<file path="config.mk">
export PLATFORM = sky130hd
export DESIGN_NAME = pla_restrict_eval_flat
export DESIGN_NICKNAME = d
export VERILOG_FILES = /design/src/rtl/pla_eval_pkg.sv /design/src/rtl/pla_restrict_eval_if.sv /design/src/rtl/pla_cube_match.sv /design/src/rtl/pla_restrict_eval.sv /design/src/flat_wrapper.sv
export SDC_FILE = /design/constraint.sdc
export NUM_CORES = 1
export LEC_CHECK = 0
export CAP_MARGIN = 40
export CORE_MARGIN = 4
export CORE_UTILIZATION = 25
export CTS_BUF_LIST = sky130_fd_sc_hd__clkbuf_8
export CTS_CLUSTER_DIAMETER = 50
export DETAILED_ROUTE_END_ITERATION = 16
export SYNTH_ARGS = -nofsm -noshare
export SYNTH_HDL_FRONTEND = slang
export SYNTH_SLANG_ARGS = --single-unit
</file>
<file path="constraint.sdc">
create_clock -name clk -period 2.55 [get_ports clk]
set_input_delay 0.6375 -clock clk [delete_from_list [all_inputs] [get_ports clk]]
set_output_delay 0.6375 -clock clk [all_outputs]
set_load 0.01 [all_outputs]
</file>
<file path="src/rtl/pla_eval_pkg.sv">
// Shared types and default sizes for the restricted PLA evaluator.
// One cube is a product term: enable, literal-present mask, literal polarity.
package pla_eval_pkg;

  localparam int PLA_N_IN   = 7;
  localparam int PLA_N_CUBE = 16;

  typedef struct packed {
    logic                en;
    logic [PLA_N_IN-1:0] care;
    logic [PLA_N_IN-1:0] val;
  } cube_t;

endpackage

</file>
<file path="src/rtl/pla_restrict_eval_if.sv">
// Configuration port and valid/ready streams of the restricted PLA evaluator.
// master = the side that writes cubes and supplies vectors, slave = the evaluator.
interface pla_restrict_eval_if import pla_eval_pkg::*; #(
  parameter int N_IN   = PLA_N_IN,
  parameter int N_CUBE = PLA_N_CUBE
);
  localparam int AW = $clog2(N_CUBE);

  logic              cfg_we;
  logic [AW-1:0]     cfg_addr;
  logic [N_IN-1:0]   cfg_care;
  logic [N_IN-1:0]   cfg_val;
  logic              cfg_en;
  logic              in_valid;
  logic              in_ready;
  logic [N_IN-1:0]   in_x;
  logic [N_IN-1:0]   in_shift;
  logic              out_valid;
  logic              out_ready;
  logic              out_y;
  logic [N_CUBE-1:0] out_hit;

  modport master (
    output cfg_we, cfg_addr, cfg_care, cfg_val, cfg_en,
    output in_valid, in_x, in_shift, out_ready,
    input  in_ready, out_valid, out_y, out_hit
  );

  modport slave (
    input  cfg_we, cfg_addr, cfg_care, cfg_val, cfg_en,
    input  in_valid, in_x, in_shift, out_ready,
    output in_ready, out_valid, out_y, out_hit
  );

endinterface

</file>
<file path="src/rtl/pla_cube_match.sv">
// Combinational matcher for one product term: every cared literal must agree with z.
module pla_cube_match import pla_eval_pkg::*; #(
  parameter int N_IN = PLA_N_IN
) (
  input  cube_t           cube_i,
  input  logic [N_IN-1:0] z_i,
  output logic            match_o
);

  // An enabled cube with an empty care mask is a tautology.
  assign match_o = cube_i.en && (((z_i ^ cube_i.val) & cube_i.care) == '0);

endmodule

</file>
<file path="src/rtl/pla_restrict_eval.sv">
// Two-stage evaluator of a sum-of-products table on in_x ^ in_shift.
// Optional macro PLA_EVAL_CNT_EN adds a saturating count of delivered out_y = 1 results.
module pla_restrict_eval import pla_eval_pkg::*; #(
  parameter int N_IN   = PLA_N_IN,
  parameter int N_CUBE = PLA_N_CUBE
) (
  input  logic                 clk,
  input  logic                 rst_n,
  pla_restrict_eval_if.slave   bus
`ifdef PLA_EVAL_CNT_EN
  ,
  input  logic                 cnt_clr,
  output logic [15:0]          one_cnt
`endif
);

  localparam int AW = $clog2(N_CUBE);

  cube_t             table_q [N_CUBE];
  logic              s1_vld_q;
  logic [N_IN-1:0]   s1_z_q;
  logic              s2_vld_q;
  logic              s2_y_q;
  logic [N_CUBE-1:0] s2_hit_q;
  logic [N_CUBE-1:0] hit_d;
  logic              s2_adv;
  logic              s1_adv;
  logic              accept;

  assign s2_adv       = !s2_vld_q || bus.out_ready;
  assign s1_adv       = !s1_vld_q || s2_adv;
  assign accept       = bus.in_valid && s1_adv;
  assign bus.in_ready = s1_adv;

  always_ff @(posedge clk or negedge rst_n) begin
    if (!rst_n) begin
      for (int i = 0; i < N_CUBE; i++) table_q[i] <= '0;
    end else begin
      for (int i = 0; i < N_CUBE; i++) begin
        if (bus.cfg_we && (bus.cfg_addr == AW'(i))) begin
          table_q[i] <= '{en: bus.cfg_en, care: bus.cfg_care, val: bus.cfg_val};
        end
      end
    end
  end

  // The table is read as it stands at the edge where S1 moves into S2,
  // so a vector stalled in S1 sees every write made while it waits.
  generate
    for (genvar gi = 0; gi < N_CUBE; gi++) begin : g_cube
      pla_cube_match #(.N_IN(N_IN)) u_match (
        .cube_i  (table_q[gi]),
        .z_i     (s1_z_q),
        .match_o (hit_d[gi])
      );
    end
  endgenerate

  always_ff @(posedge clk or negedge rst_n) begin
    if (!rst_n) begin
      s1_vld_q <= 1'b0;
      s1_z_q   <= '0;
      s2_vld_q <= 1'b0;
      s2_y_q   <= 1'b0;
      s2_hit_q <= '0;
    end else begin
      if (s1_adv) begin
        s1_vld_q <= accept;
        if (accept) s1_z_q <= bus.in_x ^ bus.in_shift;
      end
      if (s2_adv) begin
        s2_vld_q <= s1_vld_q;
        s2_y_q   <= s1_vld_q && (|hit_d);
        s2_hit_q <= s1_vld_q ? hit_d : '0;
      end
    end
  end

  assign bus.out_valid = s2_vld_q;
  assign bus.out_y     = s2_y_q;
  assign bus.out_hit   = s2_hit_q;

`ifdef PLA_EVAL_CNT_EN
  logic [15:0] one_cnt_q;

  always_ff @(posedge clk or negedge rst_n) begin
    if (!rst_n) begin
      one_cnt_q <= '0;
    end else if (cnt_clr) begin
      one_cnt_q <= '0;
    end else if (s2_vld_q && bus.out_ready && s2_y_q && (one_cnt_q != 16'hFFFF)) begin
      one_cnt_q <= one_cnt_q + 16'd1;
    end
  end

  assign one_cnt = one_cnt_q;
`endif

endmodule

</file>
<file path="src/flat_wrapper.sv">
// flat-port wrapper written by rule: the top's interface ports become plain ports
module pla_restrict_eval_flat import pla_eval_pkg::*;
#(
  parameter int N_IN   = PLA_N_IN,
  parameter int N_CUBE = PLA_N_CUBE
)
  (clk, rst_n, bus_cfg_we, bus_cfg_addr, bus_cfg_care, bus_cfg_val, bus_cfg_en, bus_in_valid, bus_in_x, bus_in_shift, bus_out_ready, bus_in_ready, bus_out_valid, bus_out_y, bus_out_hit);
  pla_restrict_eval_if #(.N_IN(N_IN), .N_CUBE(N_CUBE)) bus_i ();
  input  logic clk;
  input  logic rst_n;
  input wire logic [$bits(bus_i.cfg_we)-1:0] bus_cfg_we;
  input wire logic [$bits(bus_i.cfg_addr)-1:0] bus_cfg_addr;
  input wire logic [$bits(bus_i.cfg_care)-1:0] bus_cfg_care;
  input wire logic [$bits(bus_i.cfg_val)-1:0] bus_cfg_val;
  input wire logic [$bits(bus_i.cfg_en)-1:0] bus_cfg_en;
  input wire logic [$bits(bus_i.in_valid)-1:0] bus_in_valid;
  input wire logic [$bits(bus_i.in_x)-1:0] bus_in_x;
  input wire logic [$bits(bus_i.in_shift)-1:0] bus_in_shift;
  input wire logic [$bits(bus_i.out_ready)-1:0] bus_out_ready;
  output wire logic [$bits(bus_i.in_ready)-1:0] bus_in_ready;
  output wire logic [$bits(bus_i.out_valid)-1:0] bus_out_valid;
  output wire logic [$bits(bus_i.out_y)-1:0] bus_out_y;
  output wire logic [$bits(bus_i.out_hit)-1:0] bus_out_hit;
  assign bus_i.cfg_we = bus_cfg_we;
  assign bus_i.cfg_addr = bus_cfg_addr;
  assign bus_i.cfg_care = bus_cfg_care;
  assign bus_i.cfg_val = bus_cfg_val;
  assign bus_i.cfg_en = bus_cfg_en;
  assign bus_i.in_valid = bus_in_valid;
  assign bus_i.in_x = bus_in_x;
  assign bus_i.in_shift = bus_in_shift;
  assign bus_i.out_ready = bus_out_ready;
  assign bus_in_ready = bus_i.in_ready;
  assign bus_out_valid = bus_i.out_valid;
  assign bus_out_y = bus_i.out_y;
  assign bus_out_hit = bus_i.out_hit;
  pla_restrict_eval #(.N_IN(N_IN), .N_CUBE(N_CUBE)) u_core (.clk(clk), .rst_n(rst_n), .bus(bus_i));
endmodule
</file>
-- Word level (Yosys, flattened, before mapping)
Cells that the tools add are included.
W data, S select, Z words.
- logic and storage cells: 159
- bits in registers: 266
- bitwise operators: 33
- eq/ne operators: 15
- multiplexer cells: 1
- reduce and logical (&&, ||, !) cells: 57
- operator list (kind ; count):
    $xor A7 B7 Y7 ; 17
    $and A7 B7 Y7 ; 16
    $logic_not A7 Y1 ; 16
    $logic_and A1 B1 Y1 ; 34
    $eq A4 B4 Y1 const B ; 8
    $eq A4 B3 Y1 const B ; 4
    $mux W16 ; 1
    $reduce_or A16 Y1 ; 1
    $eq A4 B2 Y1 const B ; 2
    $eq A4 B1 Y1 const B ; 1
    $logic_not A4 Y1 ; 1
    $logic_not A1 Y1 ; 2
    $logic_or A1 B1 Y1 ; 2
    $reduce_and A2 Y1 ; 1

-- Logic depth before layout (Yosys ltp)
- depth after elaboration: 6
- gate-level depth with buffers: 8
- mapped depth without buffers: 6

-- Modules after synthesis
Synthesis repeated with hierarchy kept, for this count alone.
- cell total of the unflattened synthesis: 805
- area, all modules: 11622.4 sq um
- by module, submodules not included (module ; area each (sq um) ; times used ; cells each):
    pla_restrict_eval ; 10020.9 ; 1 ; 613
    pla_cube_match ; 100.1 ; 16 ; 12

-- Worst setup path after synthesis
Ideal clock, no wire load.
- path kind: input -> register
- start: input port bus_cfg_addr[3]
- end: register u_core.table_q[180] in the netlist's numbering
- arrival: 1764 ps
- buffers on the path: 2
- required time: 2425 ps
- path slack: 661 ps
- stages on the path: 5
- setup time: 125 ps
- cells stage by stage: nor3b_1 > nor2b_1 > buf_2 > buf_4 > mux2_2
- longest elaborated chain between the ends: 2
- ends and longest elaborated chain (what ; line ; RTL):
    start: declaration ; flat_wrapper.sv:12 ; input wire logic [$bits(bus_i.cfg_addr)-1:0] bus_cfg_addr;
    $eq A4 B2 Y1 ; pla_restrict_eval.sv:40 ; if (bus.cfg_we && (bus.cfg_addr == AW'(i))) begin
    $logic_and A1 B1 Y1 ; pla_restrict_eval.sv:40 ;
    end signal: indexed assignment ; pla_restrict_eval.sv:41 ; table_q[i] <= '{en: bus.cfg_en, care: bus.cfg_care, val: bus.cfg_val};
    end: declaration ; pla_restrict_eval.sv:19 ; cube_t table_q [N_CUBE];
Every way passes these cells.
A chain may end at the register's enable or synchronous reset.

-- Worst setup path in the final report
- start: input port bus_out_ready
- end: output port bus_in_ready
- longest elaborated chain between the ends: 2
- ends and longest elaborated chain (what ; line ; RTL):
    start: declaration ; flat_wrapper.sv:19 ; input wire logic [$bits(bus_i.out_ready)-1:0] bus_out_ready;
    $logic_or A1 B1 Y1 ; pla_restrict_eval.sv:30 ; assign s2_adv = !s2_vld_q || bus.out_ready;
    $logic_or A1 B1 Y1 ; pla_restrict_eval.sv:31 ; assign s1_adv = !s1_vld_q || s2_adv;
    end: declaration ; flat_wrapper.sv:20 ; output wire logic [$bits(bus_i.in_ready)-1:0] bus_in_ready;
Every way passes these cells.

==> qor.yml <==
status: "complete, no violations"
ys_warn_count: 0
pwr-share-seq_pct: 48.0
max_freq_ghz: 0.4112
clk_path_buf_depth: 3
peakVddDrop_mv: 0.4782
initial_core_util_pct: 25.46
drv_slew: 0
powerDensity_nw_per_um2: 844.9
netlist_instances: 843
cts_resized: 0
numCtsBuffers: 44
setup_viol: 0
skew_ns: 0.02406
synth_fa_ha_area_share_pct: 0
slew_headroom_pct: 63.86
worstPathArrival_ns: 1.79
crit_chain: "clkdlybuf4s50_1 > nor2b_2 > nand2_1 > clkdlybuf4s50_1"
boundaryPins: 57
fp.dieW_um: 223.9
pwr-share-clk_pct: 29.9
clock_tree.htree_level_count: 2
syn_avg_cell_area_sq_um: 13.82
gp_congestion: 0.7285
via_per_inst: 4.434
post-dp-hpwl_um: 17450
synth_xor_area_share_pct: 8.945
hold_ws_ns: 0.05047
totalWireLength_um: 29400
tritoncts: "built"
place_area_sq_um: 13310
syn_nets: 881
layout.nets: 978
regArea_sq_um: 6656
internal-power_mw: 8.550
worst_slew_pin_slew_ns: 0.5421
grt_pass1_vias: 7413
endpoint_kind: "output port"
clk_latency_ns: 0.55
cts.sinks: 266
finalCritPeriodShare_pct: 95.38
ant_nets: 0
area_delta_synth_final_pct: 21.33
portBuffers: 56
die_area_sq_um: 50120
required_ns: 1.91
path_buf_inv: 2
clockRootBuffer: "clkbuf_8"
ys_types: 21
ys_seq_area_share_pct: 57.13
fin_area_sq_um: 14140
rsz0062_at_grt: "no"
die_h_um: 223.9
finalHoldViolCount: 0
vias: 6944
ctsHoldBuffers: 0
period_minus_slack_ns: 2.432
final_common_cell: "dfrtp_1"
synth_compound_area_share_pct: 5.155
drc: 0
critPathKind: "input port to output port"
synth_top_family_by_area: "multiplexers"
cp-start-kind: "input port"
ys_ff_latch: 266
slowest_delay_ns: 0.54
layout_common_cells: "266 x dfrtp_1, 240 x mux2_2, 112 x xor2_1"
core_sq_um: 45770
grt_pass1_wl_um: 45620
p_total_mw: 11.94
min_path_type: "input port to asynchronous set/reset pin"
finalSetupTns_ns: 0
p_comb_share_pct: 22.2
drv_cap: 0
cp_max_fo: 3
fp-row-count: 78
multi_input_area_sq_um: 4725
crit_top_cell: "clkdlybuf4s50_1"
grt_max_degree: 66
fillers: 4551
slowest_stage: "clkdlybuf4s50_1"
routedWlPerCell_um: 18.77
synth_area_sq_um: 11650
muxShareOfSynthArea_pct: 23.20
antennaDiodeCount: 0
path_clk_slew_ns: 0.06
p_switching_mw: 3.393
grt.overflow.total: 0
synth-simple-area-share_pct: 3.232
antenna_found_initial: 0
grt_use_total_pct: 11.66
drive_gt1_share_pct: 36.13
cts_setup_buffers: 0
path_delay_family: "buffers and inverters"
netSwitchingFraction_pct: 28.41
drt_iter0_drc: 450
leakage_nw: 6.192
first_pass_iters: 4
[layer usage]
layer	vias up	track usage [%]	routed length, um	share of wire [%]
met1	3623	16.16	13650	46
met2	127	19.09	13960	47
met4	0	2.844	484	1.6
met3	34	2.071	1307	4.4
met5	-	0	0	0
li1	3160	-	-	-
[power groups by stage]
stage / Combinational (mW) / Sequential (mW) / Clock (mW)
2_1_floorplan: 1.76 / 5.68 / 0
4_1_cts: 2.70 / 5.73 / 3.67
3_5_place_dp: 2.69 / 5.80 / 0
3_3_place_gp: 2.64 / 5.76 / 0
5_1_grt: 2.93 / 5.85 / 3.84
6_report: 2.65 / 5.73 / 3.57
[state kept, by name, indices dropped and copies added, names as in the netlist]
name,flops
u_core.table_q,240
u_core.bus.out_hit,16
u_core.s1_z_q,7
u_core.bus.out_valid,1
u_core.bus.out_y,1
u_core.s1_vld_q,1
[cell type report]
cell class / instances / area share [%]
Tap cell: 600 / 5.311
Clock buffer: 52 / 5.063
Timing Repair Buffer: 106 / 8.338
Multi-Input combinational cell: 522 / 33.42
Clock inverter: 20 / 0.7789
Sequential cell: 266 / 47.09
[Yosys cell counts]
cell type / number / area (sq um)
nor3b_1: 1 / 7.510
nor4_1: 1 / 6.260
a21boi_0: 16 / 120.1
mux2_2: 240 / 2703
or3_1: 3 / 18.77
buf_2: 20 / 100.1
nand3b_1: 2 / 15.01
xor2_1: 112 / 980.9
nand2b_1: 6 / 37.54
a22oi_1: 48 / 360.4
nand4_1: 20 / 125.1
buf_4: 11 / 82.58
dfrtp_1: 266 / 6656
nor2b_1: 2 / 12.51
nand3_1: 1 / 5.000
clkbuf_1: 24 / 90.09
o21ai_0: 24 / 120.1
nand2_1: 28 / 105.1
xnor2_1: 7 / 61.31
or2_2: 1 / 6.260
nor2_1: 10 / 37.54
[cell families after synthesis]
| logic type | Yosys count |
|---|---|
| mux | 240 |
| compound gates | 88 |
| xor+xnor | 119 |
| simple gates | 75 |
| flops | 266 |
| buf+inv | 55 |
[worst register-to-register path: stages (launching register included)]
cell	delay (ns)
dfrtp_1	0.39
buf_12	0.18
xor2_1	0.19
a22oi_1	0.22
nand4_1	0.26
nand4_1	0.24
nor4_1	0.07
buf_4	0.15
o21ai_0	0.14
[stage by stage]
step	utilization (%)	cells	setup WS [ns]
2_1_floorplan	-	843	0.6610
6_report	30.88	1566	0.1178
5_1_grt	30.88	1566	0.04928
3_3_place_gp	29.08	1494	0.1007
4_1_cts	30.88	1566	0.1008
3_5_place_dp	29.08	1494	0.1064
[path summary, 6_finish.rpt]
check	from	end	slack, ns	depth (start not counted)
max	bus_out_ready	bus_in_ready	0.12	4
min	rst_n	u_core.table_q[103]$_DFFE_PN0P_	0.05	1
max reg2reg	u_core.s1_z_q[5]$_DFFE_PN0P_	u_core.bus.out_y$_DFFE_PN0P_	0.63	8
min reg2reg	u_core.bus.out_hit[10]$_DFFE_PN0P_	u_core.bus.out_hit[10]$_DFFE_PN0P_	0.49	2
max in group asynchronous	rst_n	u_core.table_q[124]$_DFFE_PN0P_	1.65	2
min in group clk	u_core.bus.out_hit[10]$_DFFE_PN0P_	u_core.bus.out_hit[10]$_DFFE_PN0P_	0.49	2
Power figures use the tool's default switching activity.
